**src/rtl/periph_arb_pkg.sv**
```systemverilog
// Shared types and the rotating-priority search used by the peripheral arbiter.
package periph_arb_pkg;

    typedef enum logic [0:0] {
        ARB_IDLE   = 1'b0,
        ARB_LOCKED = 1'b1
    } arb_state_e;

    localparam int RR_MAX_REQ = 32;

    // Index of the first set bit of req scanning ptr, ptr+1, ... modulo n (n a power of two).
    function automatic int rr_find_first(input logic [RR_MAX_REQ-1:0] req,
                                         input int n,
                                         input int ptr);
        int idx;
        int found;
        found = 0;
        for (int i = RR_MAX_REQ - 1; i >= 0; i--) begin
            if (i < n) begin
                idx = (ptr + i) & (n - 1);
                if (req[idx[4:0]]) begin
                    found = idx;
                end
            end
        end
        return found;
    endfunction

endpackage

```
**src/rtl/periph_arb_idx_fifo.sv**
```systemverilog
// Synchronous FIFO holding the master index of every granted, not yet answered transfer.
module periph_arb_idx_fifo #(
    parameter int WIDTH = 2,
    parameter int DEPTH = 4,
    parameter int CNT_W = $clog2(DEPTH + 1)
) (
    input  logic             clk,
    input  logic             rst_n,
    input  logic             push_i,
    input  logic [WIDTH-1:0] data_i,
    input  logic             pop_i,
    output logic             full_o,
    output logic             empty_o,
    output logic [CNT_W-1:0] count_o,
    output logic [WIDTH-1:0] head_o
);

    localparam int PTR_W = (DEPTH > 1) ? $clog2(DEPTH) : 1;

    logic [WIDTH-1:0] mem_q [DEPTH];
    logic [PTR_W-1:0] wr_ptr_q, wr_ptr_d;
    logic [PTR_W-1:0] rd_ptr_q, rd_ptr_d;
    logic [CNT_W-1:0] count_q, count_d;
    logic             do_push;
    logic             do_pop;

    function automatic logic [PTR_W-1:0] ptr_inc(input logic [PTR_W-1:0] p);
        return (p == PTR_W'(DEPTH - 1)) ? '0 : p + PTR_W'(1);
    endfunction

    assign full_o  = (count_q == CNT_W'(DEPTH));
    assign empty_o = (count_q == '0);
    assign count_o = count_q;
    assign head_o  = mem_q[rd_ptr_q];
    assign do_push = push_i && !full_o;
    assign do_pop  = pop_i && !empty_o;

    always_comb begin
        wr_ptr_d = do_push ? ptr_inc(wr_ptr_q) : wr_ptr_q;
        rd_ptr_d = do_pop ? ptr_inc(rd_ptr_q) : rd_ptr_q;
        count_d  = count_q;
        if (do_push && !do_pop) begin
            count_d = count_q + CNT_W'(1);
        end else if (do_pop && !do_push) begin
            count_d = count_q - CNT_W'(1);
        end
    end

    always_ff @(posedge clk or negedge rst_n) begin
        if (!rst_n) begin
            wr_ptr_q <= '0;
            rd_ptr_q <= '0;
            count_q  <= '0;
            for (int i = 0; i < DEPTH; i++) begin
                mem_q[i] <= '0;
            end
        end else begin
            wr_ptr_q <= wr_ptr_d;
            rd_ptr_q <= rd_ptr_d;
            count_q  <= count_d;
            if (do_push) begin
                mem_q[wr_ptr_q] <= data_i;
            end
        end
    end

endmodule

```
**src/rtl/periph_rr_arb_ctrl.sv**
```systemverilog
// Round-robin owner selection for the shared peripheral port, with an outstanding-limit
// and in-order routing of responses back to the originating master.
module periph_rr_arb_ctrl
    import periph_arb_pkg::*;
#(
    parameter int N_MASTER        = 4,
    parameter int LOG_MASTER      = $clog2(N_MASTER),
    parameter int MAX_OUTSTANDING = 4
) (
    input  logic                  clk,
    input  logic                  rst_n,
    input  logic [N_MASTER-1:0]   req_i,
    output logic [N_MASTER-1:0]   gnt_o,
    output logic                  req_o,
    input  logic                  gnt_i,
    output logic [LOG_MASTER-1:0] sel_o,
    output logic [LOG_MASTER-1:0] rr_flag_o,
    input  logic                  r_valid_i,
    output logic [N_MASTER-1:0]   r_valid_o,
    output logic                  err_o,
    output arb_state_e            dbg_state_o
);

    localparam int CNT_W = $clog2(MAX_OUTSTANDING + 1);

    // Handshake: a transfer completes in the cycle req_o && gnt_i, and gnt_o pulses for
    // that cycle only; masters hold req_i until granted; r_valid_i has no back-pressure.
    arb_state_e            state_q, state_d;
    logic [LOG_MASTER-1:0] rr_ptr_q, rr_ptr_d;
    logic [LOG_MASTER-1:0] lock_idx_q, lock_idx_d;
    logic                  err_q, err_d;
    logic [LOG_MASTER-1:0] winner;
    logic                  blocked;

    logic                  fifo_push;
    logic                  fifo_pop;
    logic                  fifo_full;
    logic                  fifo_empty;
    logic [CNT_W-1:0]      fifo_count;
    logic [LOG_MASTER-1:0] fifo_head;
    logic [LOG_MASTER-1:0] push_idx;

    periph_arb_idx_fifo #(
        .WIDTH (LOG_MASTER),
        .DEPTH (MAX_OUTSTANDING),
        .CNT_W (CNT_W)
    ) u_idx_fifo (
        .clk     (clk),
        .rst_n   (rst_n),
        .push_i  (fifo_push),
        .data_i  (push_idx),
        .pop_i   (fifo_pop),
        .full_o  (fifo_full),
        .empty_o (fifo_empty),
        .count_o (fifo_count),
        .head_o  (fifo_head)
    );

    // Blocking uses the registered count, so a same-cycle pop only frees a slot next cycle.
    assign blocked     = (fifo_count == CNT_W'(MAX_OUTSTANDING));
    assign winner      = LOG_MASTER'(rr_find_first(32'(req_i), N_MASTER, int'(rr_ptr_q)));
    assign rr_flag_o   = rr_ptr_q;
    assign err_o       = err_q;
    assign dbg_state_o = state_q;

    always_comb begin
        state_d    = state_q;
        rr_ptr_d   = rr_ptr_q;
        lock_idx_d = lock_idx_q;
        err_d      = err_q;
        gnt_o      = '0;
        req_o      = 1'b0;
        sel_o      = '0;
        fifo_push  = 1'b0;
        push_idx   = winner;
        r_valid_o  = '0;
        fifo_pop   = 1'b0;

        if (blocked) begin
            if (state_q == ARB_LOCKED) begin
                sel_o = lock_idx_q;
            end
        end else begin
            case (state_q)
                ARB_IDLE: begin
                    if (|req_i) begin
                        req_o = 1'b1;
                        sel_o = winner;
                        if (gnt_i && !fifo_full) begin
                            gnt_o     = N_MASTER'(1) << winner;
                            fifo_push = 1'b1;
                            rr_ptr_d  = winner + LOG_MASTER'(1);
                        end else begin
                            lock_idx_d = winner;
                            state_d    = ARB_LOCKED;
                        end
                    end
                end
                ARB_LOCKED: begin
                    sel_o    = lock_idx_q;
                    req_o    = req_i[lock_idx_q];
                    push_idx = lock_idx_q;
                    if (!req_i[lock_idx_q]) begin
                        err_d   = 1'b1;
                        state_d = ARB_IDLE;
                    end else if (gnt_i && !fifo_full) begin
                        gnt_o     = N_MASTER'(1) << lock_idx_q;
                        fifo_push = 1'b1;
                        rr_ptr_d  = lock_idx_q + LOG_MASTER'(1);
                        state_d   = ARB_IDLE;
                    end
                end
                default: state_d = ARB_IDLE;
            endcase
        end

        if (r_valid_i) begin
            if (fifo_empty) begin
                err_d = 1'b1;
            end else begin
                fifo_pop  = 1'b1;
                r_valid_o = N_MASTER'(1) << fifo_head;
            end
        end
    end

    always_ff @(posedge clk or negedge rst_n) begin
        if (!rst_n) begin
            state_q    <= ARB_IDLE;
            rr_ptr_q   <= '0;
            lock_idx_q <= '0;
            err_q      <= 1'b0;
        end else begin
            state_q    <= state_d;
            rr_ptr_q   <= rr_ptr_d;
            lock_idx_q <= lock_idx_d;
            err_q      <= err_d;
        end
    end

endmodule

```
**config.mk**
```make
export PLATFORM = sky130hd
export DESIGN_NAME = periph_rr_arb_ctrl
export DESIGN_NICKNAME = d
export VERILOG_FILES = /design/src/rtl/periph_arb_pkg.sv /design/src/rtl/periph_arb_idx_fifo.sv /design/src/rtl/periph_rr_arb_ctrl.sv
export SDC_FILE = /design/constraint.sdc
export NUM_CORES = 1
export LEC_CHECK = 0
export CAP_MARGIN = 25
export CORE_ASPECT_RATIO = 1.1
export CORE_MARGIN = 5
export CORE_UTILIZATION = 25
export CTS_BUF_LIST = sky130_fd_sc_hd__clkbuf_8
export DETAILED_ROUTE_END_ITERATION = 10
export PLACE_DENSITY = 0.42
export RECOVER_POWER = 25
export SLEW_MARGIN = 20
export SYNTH_ARGS = -nofsm -noshare
export SYNTH_HDL_FRONTEND = slang
export SYNTH_HIERARCHICAL = 1
export SYNTH_SLANG_ARGS = --single-unit
export TNS_END_PERCENT = 1
```
**constraint.sdc**
```tcl
create_clock -name clk -period 6.4 [get_ports clk]
set_clock_uncertainty 0.2 [all_clocks]
set_input_delay 0.96 -clock clk [delete_from_list [all_inputs] [get_ports clk]]
set_output_delay 0.96 -clock clk [all_outputs]
set_load 0.02 [all_outputs]
```
### Word level (Yosys, flattened, before mapping)

Index checks and enable logic that the tools add are counted.

* add/subtract/negate cells: 9
* mux-type cells: 62
* shift-type cells: 3
* bitwise gates (word level): 5
* order comparisons: 8
* equal/unequal tests: 7
* reductions and logical operators: 15

Operator list (number)
* 2-bit two-way mux: 18
* 4-bit two-way mux: 7
* 2-bit by 6-bit < comparator with 1-bit output (second input constant): 4
* 1-bit two-way mux: 21
* 1-bit by 2-bit << shifter with 4-bit output (first input constant): 3
* 2-bit by 1-bit adder with 2-bit output (second input constant): 5
* 1-bit binary-select mux with 2-bit select: 5
* 8-bit bitwise mux: 1
* 2-bit one-hot mux with 2 select lines: 2
* 4-bit one-hot mux with 2 select lines: 1
* 3-bit >= comparator (second input constant): 2
* 1-bit logical AND: 6
* 3-bit two-way mux: 2
* 2-bit inverter with 3-bit output: 2
* 1-bit one-hot mux with 2 select lines: 3
* 5-bit AND reduction: 1
* 2-bit adder (second input constant): 2
* 2-bit binary-select mux with 2-bit select: 1
* 2-bit demux with 2-bit select: 1
* 2-bit == test (second input constant): 2
* 1-bit logical NOT: 4
* 2-bit by 1-bit != test with 1-bit output (second input constant): 2
* 2-bit != test (second input constant): 2
* 4-bit AND reduction: 1
* other kinds (9): 11

* input port bits: 8
* register bits after elaboration: 21
* output and inout port bits: 15
* word-level logic and storage cells: 120

### Depth between registers and ports, before layout

Gate-level depths: netlist of run 1.

* depth after elaboration: 12
* depth in mapped cells: 11
* mapped depth without buffers: 10

### Modules after synthesis

The synthesis of run 1 kept the hierarchy.

By module, submodules not included
* periph_arb_idx_fifo: sequential area each 375.4 um2, cells each 58, area each 777.0 um2, instances 1
* periph_rr_arb_ctrl: sequential area each 150.1 um2, cells each 79, area each 653.1 um2, instances 1

### Least setup slack after synthesis of run 1

Ideal clock, no wire load.

* kind: input to output
* start: input req_i[2]
* end: output gnt_o[1]
* data required time: 5.240 ns
* path buffers: 0
* arrival time: 2.201 ns
* slack: 3.039 ns
* stages on the path: 5
* cells stage by stage: nand2_1 > nor2_1 > a311oi_4 > or3b_1 > a21oi_1

* cells in the longest elaborated chain, start to end: 11
* elaborated cells on any way between the ends: 21
* classes of those cells: shift (1); mux (19); reduce/logical (1)

RTL lines
* from (decl): RTL line periph_rr_arb_ctrl.sv:12 `input logic [N_MASTER-1:0] req_i,`
* 1-bit binary-select mux with 2-bit select: RTL line periph_arb_pkg.sv:21 `if (req[idx[4:0]]) begin`
* 1-bit two-way mux (implied by the code): RTL line periph_arb_pkg.sv:21
* 2-bit two-way mux (4 in series): RTL line periph_arb_pkg.sv:21
* 1-bit by 2-bit << shifter with 4-bit output: RTL line periph_rr_arb_ctrl.sv:90 `gnt_o = N_MASTER'(1) << winner;`
* 4-bit two-way mux: RTL line periph_rr_arb_ctrl.sv:89 `if (gnt_i && !fifo_full) begin`
* 4-bit two-way mux: RTL line periph_rr_arb_ctrl.sv:86 `if (|req_i) begin`
* 4-bit one-hot mux with 2 select lines *: RTL line periph_rr_arb_ctrl.sv:84 `case (state_q)`
* 4-bit two-way mux *: RTL line periph_rr_arb_ctrl.sv:79 `if (blocked) begin`
* to (decl): RTL line periph_rr_arb_ctrl.sv:13 `output logic [N_MASTER-1:0] gnt_o,`

Every way passes the cells marked *; elsewhere a longest branch is shown, timed or not. The select of a mux whose other input is x is not followed.

### Worst setup path in the final report of run 1

* start: input req_i[3]
* end: output gnt_o[1]

The elaborated chain is that of the path after synthesis.

==> impl_metrics.yaml, run 1 <==
run_status:
  outcome: "completed"
floorplanning:
  core_um2: 5660
  die_width_um: 82.1
  start_util_pct: 25.3
  ios: 23
  fp.dieArea_um2: 7330
  die_h_um: 89.3
  row_count: 29
job:
  maxCapViolations: 0
yosys:
  ys_seq_area_share_pct: 36.7
  syn_nets: 152
  syn_inst: 137
  synth_ff_type: "dfrtp_1"
  synth_top_cell_area_share_pct: 36.7
  synth_most_common_cell: "dfrtp_1"
  synth_cell_types: 38
  yosys-top-cells-count: "dfrtp_1 (21), mux2_2 (17), nand2_1 (16)"
  synth-seq-cells: 21
  synth_top_area_cell: "dfrtp_1"
  avgSynthCellArea_um2: 10.4
  synth-edff-count: 0
  synth_area_leaders: "dfrtp_1 (37%), mux2_2 (13%), ha_1 (5.2%), nand2_1 (4.2%), nor2_1 (3.4%)"
  yosys_warnings: 6
  synthArstFlopShare_pct: 100
  syn_area_um2: 1430
layout:
  nets: 174
  seq_area_um2: 526
  areaGrowthSynthToFinish_pct: 23.3
  final.fill_count: 595
  drive_above_1_share_pct: 18.4
  finish.utilization_pct: 31.1
  diodes: 0
  multiInputGateArea_um2: 867
timing:
  finalHoldViolCount: 0
  slew_headroom_pct: 18.6
  worstMarginPinSlew_ns: 1.22
  rsz0062_at_grt: "false"
  setup_violations: 0
  timing.final.crit_share_pct: 70.0
  min_period_ns: 4.48
  tns_ns: 0
  drv_slew: 0
  fmax_ghz: 0.223
grt:
  antenna_found_initial: 0
  track_usage_pct: 9.56
  grt_pass1_wl_um: 5340
  grt_max_degree: 22
  gr-total-overflow: 0
  grt_pass1_vias: 1104
routing:
  drt-wirelength-per-cell_um: 13.6
  drtAntennaViolNets: 0
  routed_via_density: 4.66
  drt-pass1-iter-count: 4
  num_vias: 1095
  drc: 0
  wl_um: 3190
  first_iter_violations: 40
clock_network:
  clock_path_buffers: 2
  insertion_delay_ns: 0.26
  postCtsSetupBuffers: 0
  cts_buffers: 3
  cts_tree: "yes"
  cts.sink_count: 21
  root_buffer: "clkbuf_8"
  post_cts_resized: 0
  postCtsHoldBufs: 0
  clk_pin_slew_worst_paths_ns: 0.08
  ctsHtreeMaxLevel: 1
min_path:
  hp-class: "reg2reg"
  hold_depth: 1
  holdCritStartpoint: "u_idx_fifo/mem_q[3]"
  holdPathEnd: "u_idx_fifo/mem_q[3]"
placement:
  hpwl_um: 2450
  numPortBuffers: 22
  routabilityCongestion: 0.779
pwr:
  power_uw: 902
  combPwrFrac_pct: 59.1
  p_leak_nw: 0.716
  power_density_nw_per_um2: 512
  switchingPower_uw: 384
  intPower_uw: 518
  ir_drop_mv: 0.176
  p_seq_share_pct: 31.2
  p_sw_share_pct: 42.6
  power_frac_clock_pct: 9.6
setup_path:
  critPathRequiredTime_ns: 5.24
  r2r_slack_ns: 3.38
  ff2ff_path_depth: 10
  cp-start-kind: "input pin"
  setup.worst_path.class: "in2out"
  slowest_delay_ns: 0.61
  worstPathArrival_ns: 3.32
  cp_slowest_cell: "clkdlybuf4s50_1"
  cp-end-kind: "primary output"
  crit_fanout: 9
  r2r_end: "u_idx_fifo/count_o[2]"
  cp_common_cell: "clkdlybuf4s50_1"
  r2r-start: "u_idx_fifo/count_o[2]"
  crit_chain: "clkdlybuf4s50_1 -> nand2_1 -> a311oi_4 -> or3b_1 -> a21oi_1 -> clkdlybuf4s50_1"
## logic make-up after synthesis
logic type               count (synthesis)  synth area share, %
AO/OA/AOI/OAI                           14                 8.66
XOR/XNOR                                 5                 3.06
adder cells (fa/ha/maj)                  7                 6.65
buffers and inverters                    9                 2.62
flip-flops                              21                 36.7
multiplexers                            24                 20.4
AND/OR/NAND/NOR                         57                 21.9
## placed cells by master (no fill, tap or decap), types with 2 or more instances in the layout
cell             Yosys  routed
dfrtp_1             21      21
clkdlybuf4s50_1      0      21
mux2_2              17      17
nand2_1             16      16
nor2_1              13      13
nand2b_1             6       6
a21oi_1              6       6
ha_1                 6       6
inv_1                4       5
mux2i_1              4       4
nand3_1              4       4
nor2b_1              3       3
xor2_1               3       3
clkbuf_8             0       3
or3b_1               2       2
or3_1                2       2
o21ai_0              2       2
xnor2_1              2       2
mux4_2               2       2
## worst max-delay path: cells and delay by family
family / cells / cell delay (ns)
buffers and inverters: 2 / 1.19
AO/OA/AOI/OAI: 2 / 0.65
AND/OR/NAND/NOR: 2 / 0.52
## area by class of cell
type,count,share of cell area (%)
clock inverter,1,0.213
inverter,4,0.852
sequential,21,29.8
tap,77,5.46
multi-input combinational,107,49.2
clock buffer,3,2.34
timing repair buffer,22,12.1
## power groups by stage
stage | Clock [mW] | Combinational [mW] | Sequential (mW)
floorplan | 0 | 0.395 | 0.258
global placement | 0 | 0.526 | 0.283
detailed placement | 0 | 0.539 | 0.286
CTS | 0.0915 | 0.541 | 0.283
global route | 0.0965 | 0.590 | 0.295
finish | 0.0870 | 0.533 | 0.282
## sequential cells by signal, summed over array words and instances, names as in the netlist
register,flops
dbg_state_o,1
err_o,1
lock_idx_q,2
rr_flag_o,2
u_idx_fifo/count_o,3
u_idx_fifo/mem_q,8
u_idx_fifo/rd_ptr_q,2
u_idx_fifo/wr_ptr_q,2
## through the flow
stage / worst slack (ns) / instances / hold WS, ns / cell area, um^2
2_1_floorplan: 3.04 / 137 / 0.275 / 1430
3_3_place_gp: 1.96 / 231 / 0.286 / 1720
3_5_place_dp: 1.91 / 231 / 0.292 / 1720
4_1_cts: 1.90 / 235 / 0.309 / 1770
5_1_grt: 1.75 / 235 / 0.319 / 1760
6_report: 1.92 / 235 / 0.306 / 1760
## worst max-delay path by stage
stage	startpoint	endpoint	slack (ns)
6_report	req_i[3]	gnt_o[1]	1.92
2_1_floorplan	req_i[2]	gnt_o[1]	3.04
3_3_place_gp	req_i[3]	gnt_o[1]	1.96
5_1_grt	req_i[3]	gnt_o[1]	1.75
4_1_cts	req_i[3]	gnt_o[1]	1.90
3_5_place_dp	req_i[3]	gnt_o[1]	1.91
## metal layers
layer,routed length [um],up-vias,global-route usage (%)
met4,57,0,3.63
met1,1540,528,12.6
met3,175,6,2.22
met2,1410,37,15.1
met5,0,-,0
li1,-,524,-
No activity file was read; power rests on OpenSTA's default activity.
==> inputs of run 2 (changes only) <==
- PLACE_DENSITY: 0.42 -> 0.44
- clock period: 6.4 -> 3.8 ns (I/O delays scaled with it)
==> run 2 against run 1 <==
Net effect:
- first-iteration DRC count down 38%
- sequential share of layout area down 0.27 points
- clock-buffer cell count did not move
- final cell count rose by 0.85%
- power rose by 68%
- die area is the same
- sequential cell count is the same
- core utilization grew 0.29 points
- worst setup slack worse by 1.8 ns
- design area rose by 0.92%
- global-route usage shrank 0.61 points
- via count unchanged
==> impl_metrics.yaml, run 2 (synthesized netlist as in run 1, its figures left out) <==
run_status:
  outcome: "completed"
setup_path:
  r2r-start: "u_idx_fifo/count_o[2]"
  cp_common_cell: "clkdlybuf4s50_1"
  crit_chain: "clkdlybuf4s50_1 -> nand2_1 -> a311oi_4 -> or3b_1 -> a21oi_1 -> clkdlybuf4s50_1"
  critPathRequiredTime_ns: 3.03
  cp_slowest_cell: "clkdlybuf4s50_1"
  setup.worst_path.class: "in2out"
  cp-end-kind: "primary output"
  cp-start-kind: "input pin"
  slowest_delay_ns: 0.62
  r2r_end: "u_idx_fifo/count_o[2]"
  cp-endpoint: "gnt_o[1]"
  worstPathArrival_ns: 2.90
  crit_path_start: "req_i[3]"
  ff2ff_path_depth: 10
  crit_fanout: 7
  r2r_slack_ns: 0.71
routing:
  drt-wirelength-per-cell_um: 13.1
  wl_um: 3100
  drtAntennaViolNets: 0
  routed_via_density: 4.62
  drc: 0
  drt-pass1-iter-count: 4
  first_iter_violations: 25
  num_vias: 1095
grt:
  gr-total-overflow: 0
  grt_pass1_wl_um: 5120
  grt_max_degree: 22
  antenna_found_initial: 0
  track_usage_pct: 8.95
  grt_pass1_vias: 1061
layout:
  final_cell_mix: "dfrtp_1 (21), clkdlybuf4s50_1 (21), mux2_2 (17), nand2_1 (16), nor2_1 (13)"
  seq_area_um2: 526
  finish.utilization_pct: 31.4
  drive_above_1_share_pct: 20.0
  largest_register: "u_idx_fifo/mem_q"
  final.fill_count: 610
  multiInputGateArea_um2: 867
  nets: 176
  largest_reg_flops: 8
  areaGrowthSynthToFinish_pct: 24.4
  diodes: 0
timing:
  drv_slew: 0
  min_period_ns: 3.67
  finalHoldViolCount: 0
  rsz0062_at_grt: "false"
  setup_violations: 0
  fmax_ghz: 0.273
  tns_ns: 0
  timing.final.crit_share_pct: 96.5
  worstMarginPinSlew_ns: 1.17
  slew_headroom_pct: 22.3
clock_network:
  cts_tree: "yes"
  postCtsHoldBufs: 0
  cts.sink_count: 21
  clk_pin_slew_worst_paths_ns: 0.08
  postCtsSetupBuffers: 0
  root_buffer: "clkbuf_8"
  clock_path_buffers: 2
  insertion_delay_ns: 0.26
  ctsHtreeMaxLevel: 1
  post_cts_resized: 0
  cts_buffers: 3
placement:
  numPortBuffers: 22
  hpwl_um: 2410
  routabilityCongestion: 0.778
job:
  maxCapViolations: 0
floorplanning:
  fp.dieArea_um2: 7330
  die_h_um: 89.3
  core_um2: 5660
  row_count: 29
  start_util_pct: 25.3
  ios: 23
  die_width_um: 82.1
pwr:
  ir_drop_mv: 0.287
  p_leak_nw: 0.724
  power_density_nw_per_um2: 854
min_path:
  hp-class: "in2async"
==> run 2: cell types whose count changed in the layout (fill, tap and decap cells not counted) <==
cell | previous run | this run
buf_4 | 0 | 2
clkinv_2 | 0 | 1
inv_1 | 5 | 4
==> run 2: worst min path at each step <==
stage / start / to / slack [ns] / depth (start not counted)
final: rst_n / u_idx_fifo/rd_ptr_q[0] / 0.31 / 1
after global routing: u_idx_fifo/mem_q[7] / u_idx_fifo/mem_q[7] / 0.33 / 1
after CTS: u_idx_fifo/mem_q[2] / u_idx_fifo/mem_q[2] / 0.32 / 1
after detailed placement: u_idx_fifo/mem_q[7] / u_idx_fifo/mem_q[7] / 0.30 / 1
after global placement: u_idx_fifo/mem_q[2] / u_idx_fifo/mem_q[2] / 0.29 / 1
after floorplan: rst_n / dbg_state_o / 0.07 / 0
==> run 2: area by class of cell <==
type,count,area share (%)
Clock inverter,1,0.281
Inverter,4,0.844
Sequential cell,21,29.5
Multi-Input combinational cell,107,48.7
Clock buffer,3,2.32
Timing Repair Buffer,24,12.9
Tap cell,77,5.41
==> run 2: critical path: cells and delay by family <==
family	cells	cell delay [ns]
buf+inv	2	1.21
simple gates	2	0.51
compound gates	2	0.59
==> run 2: where the power goes <==
group          switching (mW)  internal [mW]
logic                   0.421          0.475
clock network          0.0771         0.0732
registers               0.140          0.333
total                   0.637          0.882
==> run 2: through the flow <==
stage,worst slack (ns),cells,total power [mW],instance area (um^2),hold WS (ns)
4_1_cts,0.0485,235,1.53,1770,0.318
6_report,0.132,237,1.52,1780,0.313
3_5_place_dp,0.0506,231,1.38,1720,0.296
3_3_place_gp,0.138,231,1.36,1720,0.295
5_1_grt,0.0325,237,1.65,1780,0.335
2_1_floorplan,0.981,137,1.10,1430,0.0744
==> run 2: layer usage <==
| metal | GRT usage [%] | routed length (um) | share of wire, % | vias up |
|---|---|---|---|---|
| li1 | - | - | - | 529 |
| met1 | 11.6 | 1410 | 46 | 537 |
| met2 | 15.0 | 1480 | 48 | 27 |
| met3 | 1.71 | 196 | 6.3 | 2 |
| met4 | 2.72 | 16 | 0.52 | 0 |
| met5 | 0 | 0 | 0 | - |
==> inputs of run 3 (changes only) <==
- SLEW_MARGIN: 20 -> 30
- SYNTH_HIERARCHICAL: 1 -> unset
==> run 3 against run 2 <==
Net effect:
- clock-buffer cell count unchanged
- combinational power decreased by 8.9%
- final cell count decreased by 11%
- register-to-register slack improved by 0.15 ns
- sequential cell count unchanged
==> impl_metrics.yaml, run 3 <==
run_status:
  outcome: "completed"
yosys:
  synthArstFlopShare_pct: 100
  ys_seq_area_share_pct: 40.2
  synthMuxAreaShare_pct: 18.0
  synth_compound_area_share_pct: 11.0
  synth_simple_gate_area_share_pct: 17.1
  syn_area_um2: 1310
  yosys_warnings: 0
  synth_top_cell_area_share_pct: 40.2
  synthAdderAreaFrac_pct: 7.27
  synth_top_area_cell: "dfrtp_1"
  synth_ff_type: "dfrtp_1"
  synthXorXnorAreaFrac_pct: 3.35
  syn_nets: 141
  synth_cell_types: 37
  avgSynthCellArea_um2: 10.4
  synth_most_common_cell: "dfrtp_1"
  syn_inst: 126
  yosys-top-cells-count: "dfrtp_1 (21), nand2_1 (17), mux2_2 (12)"
  synth-edff-count: 0
  synth-seq-cells: 21
  synth_area_leaders: "dfrtp_1 (40%), mux2_2 (10%), ha_1 (5.7%), mux4_2 (5.2%), nand2_1 (4.9%)"
  synth_top_family_by_area: "multiplexers"
layout:
  drive_above_1_share_pct: 17.1
  largest_reg_flops: 8
  seq_area_um2: 526
  areaGrowthSynthToFinish_pct: 26.0
  diodes: 0
  final_cell_mix: "dfrtp_1 (21), clkdlybuf4s50_1 (21), nand2_1 (17), mux2_2 (12)"
  multiInputGateArea_um2: 742
  largest_register: "u_idx_fifo.mem_q"
  final.fill_count: 520
  finalInstanceArea_um2: 1650
  nets: 168
  finish.utilization_pct: 32.8
routing:
  wl_um: 2880
  num_vias: 1017
  routed_via_density: 4.84
  drt-wirelength-per-cell_um: 13.7
  drt-pass1-iter-count: 4
  drtAntennaViolNets: 0
  first_iter_violations: 36
  drc: 0
timing:
  tns_ns: 0
  min_period_ns: 3.70
  setup_violations: 0
  whs_ns: 0.303
  drv_slew: 0
  rsz0062_at_grt: "false"
  slew_headroom_pct: 22.5
  fmax_ghz: 0.270
  worstMarginPinSlew_ns: 1.16
  timing.final.crit_share_pct: 97.5
  finalHoldViolCount: 0
setup_path:
  r2r-start: "lock_idx_q[0]"
  r2r_slack_ns: 0.86
  ff2ff_path_depth: 10
  cp-end-kind: "primary output"
  cp-start-kind: "input pin"
  setup.worst_path.class: "in2out"
  r2r_end: "u_idx_fifo.count_o[2]"
  crit_fanout: 6
  critPathRequiredTime_ns: 3.03
  worstPathArrival_ns: 2.93
pwr:
  p_leak_nw: 0.688
  power_density_nw_per_um2: 865
  ir_drop_mv: 0.179
  power_mw: 1.43
clock_network:
  post_cts_resized: 0
  clock_path_buffers: 2
  insertion_delay_ns: 0.26
  postCtsHoldBufs: 0
  ctsHtreeMaxLevel: 1
  root_buffer: "clkbuf_8"
  cts_tree: "yes"
  cts_buffers: 3
  postCtsSetupBuffers: 0
  clk_pin_slew_worst_paths_ns: 0.08
  cts.sink_count: 21
floorplanning:
  core_um2: 5030
  start_util_pct: 26.0
  die_h_um: 85.9
  ios: 23
  row_count: 27
  fp.dieArea_um2: 6780
  die_width_um: 79.0
grt:
  grt_pass1_wl_um: 5020
  gr-total-overflow: 0
  track_usage_pct: 9.25
  grt_pass1_vias: 1066
  grt_max_degree: 22
  antenna_found_initial: 0
placement:
  routabilityCongestion: 0.773
  hpwl_um: 2300
  numPortBuffers: 22
  place_area_um2: 1600
min_path:
  holdPathEnd: "err_o"
  holdCritStartpoint: "err_o"
  hp-class: "reg2reg"
  hold_depth: 1
job:
  maxCapViolations: 0
==> run 3: worst max-delay path by stage <==
stage	start	end	slack [ns]
finish	req_i[1]	gnt_o[1]	0.1
CTS	req_i[1]	gnt_o[1]	0.10
global route	req_i[1]	gnt_o[3]	0.007
detailed placement	req_i[1]	gnt_o[1]	0.13
global placement	req_i[1]	gnt_o[3]	0.17
floorplan	req_i[2]	u_idx_fifo.count_o[1]	1.0
==> run 3: through the flow <==
stage,setup WS [ns],cells
global route,0.00724,210
finish,0.0965,210
detailed placement,0.127,206
global placement,0.167,206
floorplan,0.999,126
CTS,0.105,210
==> run 3: final cells by class <==
type | count | area share (%)
clock buffers | 3 | 2.50
clock inverters | 1 | 0.303
inverters | 7 | 1.59
multi-input cells | 95 | 45.0
flip-flops and latches | 21 | 31.9
well taps | 58 | 4.40
repair buffers | 25 | 14.3
==> run 3: logic make-up (layout without fill, tap and decap cells) <==
group / Yosys count / in the layout
mux: 17 / 17
simple gates: 44 / 44
buf+inv: 10 / 36
xor+xnor: 5 / 5
compound gates: 22 / 22
flops: 21 / 21
fa+ha+maj: 7 / 7
==> run 3: metal layers <==
metal	track usage, %	wire [um]
met1	12.4	1370
met2	14.9	1410
met3	1.26	62
met4	3.75	36
met5	0	0
==> run 3: worst max-delay path, stage by stage <==
cell and delay (ns):
clkdlybuf4s50_1 0.56, mux4_2 0.33, mux2i_4 0.08, or3_4 0.36
or2_1 0.24, o32ai_1 0.13, clkdlybuf4s50_1 0.66
==> run 3: power breakdown <==
| part | switching [mW] | internal [mW] | leakage, nW |
|---|---|---|---|
| registers | 0.129 | 0.332 | 0.252 |
| clock network | 0.0758 | 0.0730 | 0.0255 |
| logic | 0.396 | 0.420 | 0.410 |
